[src/rtl/truth_table_scanner.sv]
// Walks {a,b,c} through all eight minterms, captures the downstream stage's
// e/f responses per minterm and flags any difference from the expected e table.
module truth_table_scanner #(
   parameter int SETTLE = 0
) (
   input  logic       clock,
   input  logic       reset,
   input  logic       start,
   input  logic       d_level,
   input  logic [7:0] expected,
   input  logic       e_in,
   input  logic       f_in,
   output logic       a,
   output logic       b,
   output logic       c,
   output logic       d,
   output logic [7:0] e_table,
   output logic [7:0] f_table,
   output logic [3:0] ones_count,
   output logic       busy,
   output logic       done,
   output logic       mismatch
);

   typedef enum logic [1:0] {
      ST_IDLE,
      ST_APPLY,
      ST_SAMPLE,
      ST_DONE
   } state_t;

   localparam logic [3:0] LP_SETTLE = 4'(SETTLE);

   state_t     r_state;
   state_t     w_state_next;
   logic [2:0] r_idx;
   logic [3:0] r_cnt;
   logic [2:0] r_abc;
   logic       r_d;
   logic [7:0] r_e_table;
   logic [7:0] r_f_table;
   logic [7:0] r_expected;
   logic [3:0] r_ones;
   logic       r_busy;
   logic       r_done;
   logic       r_mismatch;
   logic [7:0] w_e_final;

   always_ff @(posedge clock or posedge reset) begin
      if (reset) r_state <= ST_IDLE;
      else       r_state <= w_state_next;
   end

   always_comb begin
      w_state_next = r_state;
      case (r_state)
         ST_IDLE:   if (start) w_state_next = ST_APPLY;
         ST_APPLY:  if (r_cnt == LP_SETTLE) w_state_next = ST_SAMPLE;
         ST_SAMPLE: w_state_next = (r_idx == 3'd7) ? ST_DONE : ST_APPLY;
         ST_DONE:   w_state_next = ST_IDLE;
         default:   w_state_next = ST_IDLE;
      endcase
   end

   // The compare at the end of the scan must include the minterm-7 sample
   // being written on the same edge.
   always_comb begin
      w_e_final    = r_e_table;
      w_e_final[7] = e_in;
   end

   always_ff @(posedge clock or posedge reset) begin
      if (reset) begin
         r_idx      <= 3'd0;
         r_cnt      <= 4'd0;
         r_abc      <= 3'd0;
         r_d        <= 1'b0;
         r_e_table  <= 8'd0;
         r_f_table  <= 8'd0;
         r_expected <= 8'd0;
         r_ones     <= 4'd0;
         r_busy     <= 1'b0;
         r_done     <= 1'b0;
         r_mismatch <= 1'b0;
      end else begin
         case (r_state)
            ST_IDLE: begin
               if (start) begin
                  r_idx      <= 3'd0;
                  r_cnt      <= 4'd0;
                  r_abc      <= 3'd0;
                  r_d        <= d_level;
                  r_e_table  <= 8'd0;
                  r_f_table  <= 8'd0;
                  r_ones     <= 4'd0;
                  r_mismatch <= 1'b0;
                  r_expected <= expected;
                  r_busy     <= 1'b1;
               end
            end
            ST_APPLY: begin
               if (r_cnt == LP_SETTLE) r_cnt <= 4'd0;
               else                    r_cnt <= r_cnt + 4'd1;
            end
            ST_SAMPLE: begin
               r_e_table[r_idx] <= e_in;
               r_f_table[r_idx] <= f_in;
               r_ones           <= r_ones + {3'd0, e_in};
               if (r_idx == 3'd7) begin
                  r_abc      <= 3'd0;
                  r_d        <= 1'b0;
                  r_busy     <= 1'b0;
                  r_done     <= 1'b1;
                  r_mismatch <= (w_e_final != r_expected);
               end else begin
                  r_idx <= r_idx + 3'd1;
                  r_abc <= r_idx + 3'd1;
               end
            end
            ST_DONE: r_done <= 1'b0;
            default: r_done <= 1'b0;
         endcase
      end
   end

   assign {a, b, c}  = r_abc;
   assign d          = r_d;
   assign e_table    = r_e_table;
   assign f_table    = r_f_table;
   assign ones_count = r_ones;
   assign busy       = r_busy;
   assign done       = r_done;
   assign mismatch   = r_mismatch;

endmodule

[config.mk]
export PLATFORM = sky130hd
export DESIGN_NAME = truth_table_scanner
export DESIGN_NICKNAME = d
export VERILOG_FILES = /design/src/rtl/truth_table_scanner.sv
export SDC_FILE = /design/constraint.sdc
export NUM_CORES = 1
export LEC_CHECK = 0
export ABC_CLOCK_PERIOD_IN_PS = 2060
export BUFFER_PORTS_ARGS = -buffer_cell sky130_fd_sc_hd__buf_2
export CORE_UTILIZATION = 54
export CTS_BUF_LIST = sky130_fd_sc_hd__clkbuf_16
export CTS_CLUSTER_DIAMETER = 150
export DETAILED_ROUTE_END_ITERATION = 12
export GPL_TIMING_DRIVEN = 0
export PLACE_DENSITY_LB_ADDON = 0.15
export SYNTH_ARGS = -nofsm -noshare
export SYNTH_HDL_FRONTEND = slang
export SYNTH_SLANG_ARGS = --single-unit
[constraint.sdc]
create_clock -name clock -period 2.06 [get_ports clock]
set_clock_uncertainty 0.05 [all_clocks]
set_input_delay 0.206 -clock clock [delete_from_list [all_inputs] [get_ports clock]]
set_output_delay 0.206 -clock clock [all_outputs]
set_load 0.005 [all_outputs]
== After elaboration in Yosys (flattened, before gate mapping) ==
Cells that the tools add are included.
Widths: inputs -> output; s select.
Word-level totals
  register bits: 44
  bits in latches: 0
  bits in writable memories: 0
  bits in read-only memories: 0
  input bits: 14
  output and inout port bits: 27
  memories: 0
Cells by class
  add/subtract/negate cells: 3
  multiply operators: 0
  divide/modulo/power cells: 0
  $lt $le $gt $ge: 2
  equality and inequality tests: 9
  shift operators: 0
  mux-type cells: 30
  bitwise gates (word level): 0
  reduce and logical (&&, ||, !) cells: 13
Operators with widths (number)
  $pmux 8 s2: 2
  $bwmux 8: 2
  $pmux 4 s2: 2
  $pmux 3 s2: 2
  $reduce_and 2->1: 5
  $mux 3: 3
  $mux 4: 2
  $mux 8: 1
  $ne 2x2->1 const B: 4
  $ne 8x8->1: 1
  $pmux 1 s2: 4
  $pmux 2 s4: 1
  $mux 1: 7
  $mux 2: 3
  $reduce_and 3->1: 2
  $reduce_bool 2->1: 3
  $add 4x1->4: 1
  $add 4x1->4 const B: 1
  $eq 2x2->1 const B: 2
  $logic_not 4->1: 1
  $lt 3x4->1 const B: 1
  $add 3x1->3 const B: 1
  $demux 1 s3: 1
  $eq 3x3->1 const B: 1
  4 further kinds: 4

== Logic depth before layout (Yosys ltp) ==
  depth in word-level cells: 6
  mapped depth: 5

== Worst setup path before layout ==
Ideal clock, no wire load.
  path kind: reg-to-reg
  from: register r_idx[1]
  to: register r_idx[0]
  setup time: 0.121 ns
  arrival: 1.340 ns
  required time: 1.889 ns
  path slack: 0.549 ns
  cell stages (with the launch flop): 6
  path buffers: 0
  cell sequence: dfrtp_1 -> ha_1 -> ha_1 -> nor2_1 -> mux2_2 -> a22o_1
Between the ends
  cells in the longest elaborated chain, start to end: 3
Ends and longest elaborated chain
  start: declaration: RTL line 36  | logic [2:0] r_idx;
  start signal: assignment: RTL line 116  | r_idx <= r_idx + 3'd1;
  $eq 3x3->1: RTL line 109  | if (r_idx == 3'd7) begin
  $ne 2x2->1 (no line)
  $reduce_and 3->1 (no line)
No other way between the ends.
A chain may end at the register's enable or synchronous reset.

== Worst setup path in the final report ==
Same ends and word-level chain as after synthesis.

==> flow_metrics.env <==
export IMPL_status="finished, final reports clean"
export IMPL_min_period_ns=1.70
export IMPL_grt_ovfl_total=0
export IMPL_place_ws_ns=0.408
export IMPL_synth_top_cell_by_area="dfrtp_1"
export IMPL_startpoint_type="flip-flop"
export IMPL_power_static_leakage_nw=1.33
export IMPL_drc_errors=0
export IMPL_syn_nets=220
export IMPL_viasPerCell=5.25
export IMPL_netlist_top_cells_area="dfrtp_1 53%, nand2_1 10%, mux2i_1 6.8%"
export IMPL_required_ns=2.18
export IMPL_row_count=22
export IMPL_cts_hold_buffers=1
export IMPL_synth_async_reset_ratio=1.00
export IMPL_clock_fmax_mhz=588
export IMPL_slew_violations=0
export IMPL_synth_main_ff_cell="dfrtp_1"
export IMPL_area_growth_pct=21.9
export IMPL_grt_pass1_wl_microns=7160
export IMPL_cp_arrival_ns=1.82
export IMPL_clock_path_buffers=2
export IMPL_yosysWarnings=0
export IMPL_routabilityCongestion=0.772
export IMPL_seq_area_frac_synth=0.532
export IMPL_insertion_delay_ns=0.28
export IMPL_yosysMostFrequentCell="nand2_1"
export IMPL_stdcell_area_sq_um=2520
export IMPL_synth_cell_type_count=29
export IMPL_syn_area_per_cell_sq_um=10.4
export IMPL_wl_per_cell_microns=13.7
export IMPL_final_net_count=269
export IMPL_firstDrtPassIters=5
export IMPL_ys_ff_latch=44
export IMPL_antenna_found_initial=0
export IMPL_drt_iter0_drc=117
export IMPL_fp_dieW_microns=63.9
export IMPL_start_util=0.565
export IMPL_irDropWorstVdd_mv=0.626
export IMPL_grt_pass1_vias=1570
export IMPL_yosysTopAreaCellShare=0.532
export IMPL_die_area_sq_um=4080
export IMPL_grt_max_degree=26
export IMPL_synthesis_area_sq_um=2070
export IMPL_synth_top_cells_by_count="55 x nand2_1, 44 x dfrtp_1, 14 x mux2i_1"
export IMPL_rsz0062_at_grt="false"
export IMPL_cts_resized=0
export IMPL_worst_pin_slew_ns=0.564
export IMPL_end_kind="flip-flop"
export IMPL_io_buffers=40
export IMPL_clkTransAtPathRegs_ns=0.06
export IMPL_synth_edf_count=0
export IMPL_worst_path_max_fanout=9
export IMPL_post_route_period_util=0.826
export IMPL_place_hpwl_microns=2900
export IMPL_synth_cells=199
export IMPL_cts_inserted_buffers=5
export IMPL_cts_root_buf="clkbuf_16"
export IMPL_htree_levels=2
export IMPL_finalHoldViolations=0
export IMPL_finalSetupViolCount=0
export IMPL_fp_dieH_microns=63.9
export IMPL_max_cap_violations=0
export IMPL_wl_microns=4080
export IMPL_min_path_type="input pin to flip-flop"
export IMPL_core_sq_um=3660
export IMPL_dpl_cell_area_sq_um=2350
export IMPL_cts_sinks=44
export IMPL_finish_utilization=0.689
export IMPL_io_pins=41
export IMPL_antenna_left=0
export IMPL_relSlewSlack=0.623
export IMPL_vias=1558
export IMPL_diodes=0
export IMPL_cts_tree="yes"
export IMPL_post_cts_buffers=0
export IMPL_fin_setup_tns_ns=0
export IMPL_crit_type="flip-flop to flip-flop"
export IMPL_grt_use_total=0.233
export IMPL_drive_above_1_share=0.245
export IMPL_setup_slack_ns=0.359
export IMPL_p_total_mw=3.13
export IMPL_powerDensity_nw_per_um2=1240
cell usage in the layout, fill, tap and decap left out, drive strengths merged, types with 5 or more instances in the layout:
master / n
nand2: 55
mux2i: 14
buf: 48
clkbuf: 5
dfrtp: 44
nand3: 8
a22o: 10
o21ai: 8
nor2: 7
xnor2: 8
inv: 6
ha: 7
registers in the layout, indices dropped and copies added (netlist names):
register / count
r_expected: 8
r_cnt: 4
busy: 1
e_table: 8
d: 1
r_idx: 3
mismatch: 1
r_state: 2
f_table: 8
done: 1
ones_count: 4
r_abc: 3
power breakdown:
group / total, mW / internal [mW] / switching (mW)
Sequential: 1.27 / 1.09 / 0.186
Combinational: 0.979 / 0.448 / 0.531
Clock: 0.874 / 0.563 / 0.310
Total: 3.13 / 2.10 / 1.03
final timing paths:
check	startpoint	end	slack, ns	depth (start not counted)
min	expected[5]	r_expected[5]	0.06	3
min in group asynchronous	reset	busy	0.42	3
max in group asynchronous	reset	f_table[7]	1.07	4
max reg2reg	r_idx[1]	r_idx[0]	0.36	5
max	r_idx[1]	r_idx[0]	0.36	5
min reg2reg	r_abc[1]	r_abc[1]	0.43	2
cells by family after synthesis:
family                     after synthesis  share of synthesized area
xor gates and xnor gates                 9                     0.0381
muxes                                   16                     0.0786
adders and majority gates                7                     0.0423
and+or+nand+nor                         85                      0.189
AOI/OAI and AO/OA                       25                     0.0853
buffers and inverters                   13                     0.0339
DFF                                     44                      0.532
per-layer routing:
metal	global-route usage	wire length [microns]
met1	0.298	1910
met2	0.387	2000
met3	0.0375	103
met4	0.108	62
met5	0	0
metrics by stage:
step | instances | hold slack, ns
after floorplan | 199 | 0.261
after global placement | 287 | 0.347
after detailed placement | 288 | 0.183
after CTS | 297 | 0.0603
after global routing | 297 | 0.0713
final | 297 | 0.0598
cell type report:
class	count	area (sq um)
Buffer	7	47.5
Clock buffer	5	125
Clock inverter	3	37.5
Fill cell	293	1140
Inverter	6	22.5
Multi-Input combinational cell	142	897
Sequential cell	44	1100
Tap cell	48	60.1
Timing Repair Buffer	42	230
critical path: stages, from the launching register on:
cell and delay (ns):
dfrtp_1 0.50, ha_1 0.24, ha_1 0.28, nor2_1 0.09
mux2_2 0.26, a22o_1 0.17
No activity file was read; power rests on OpenSTA's default activity.
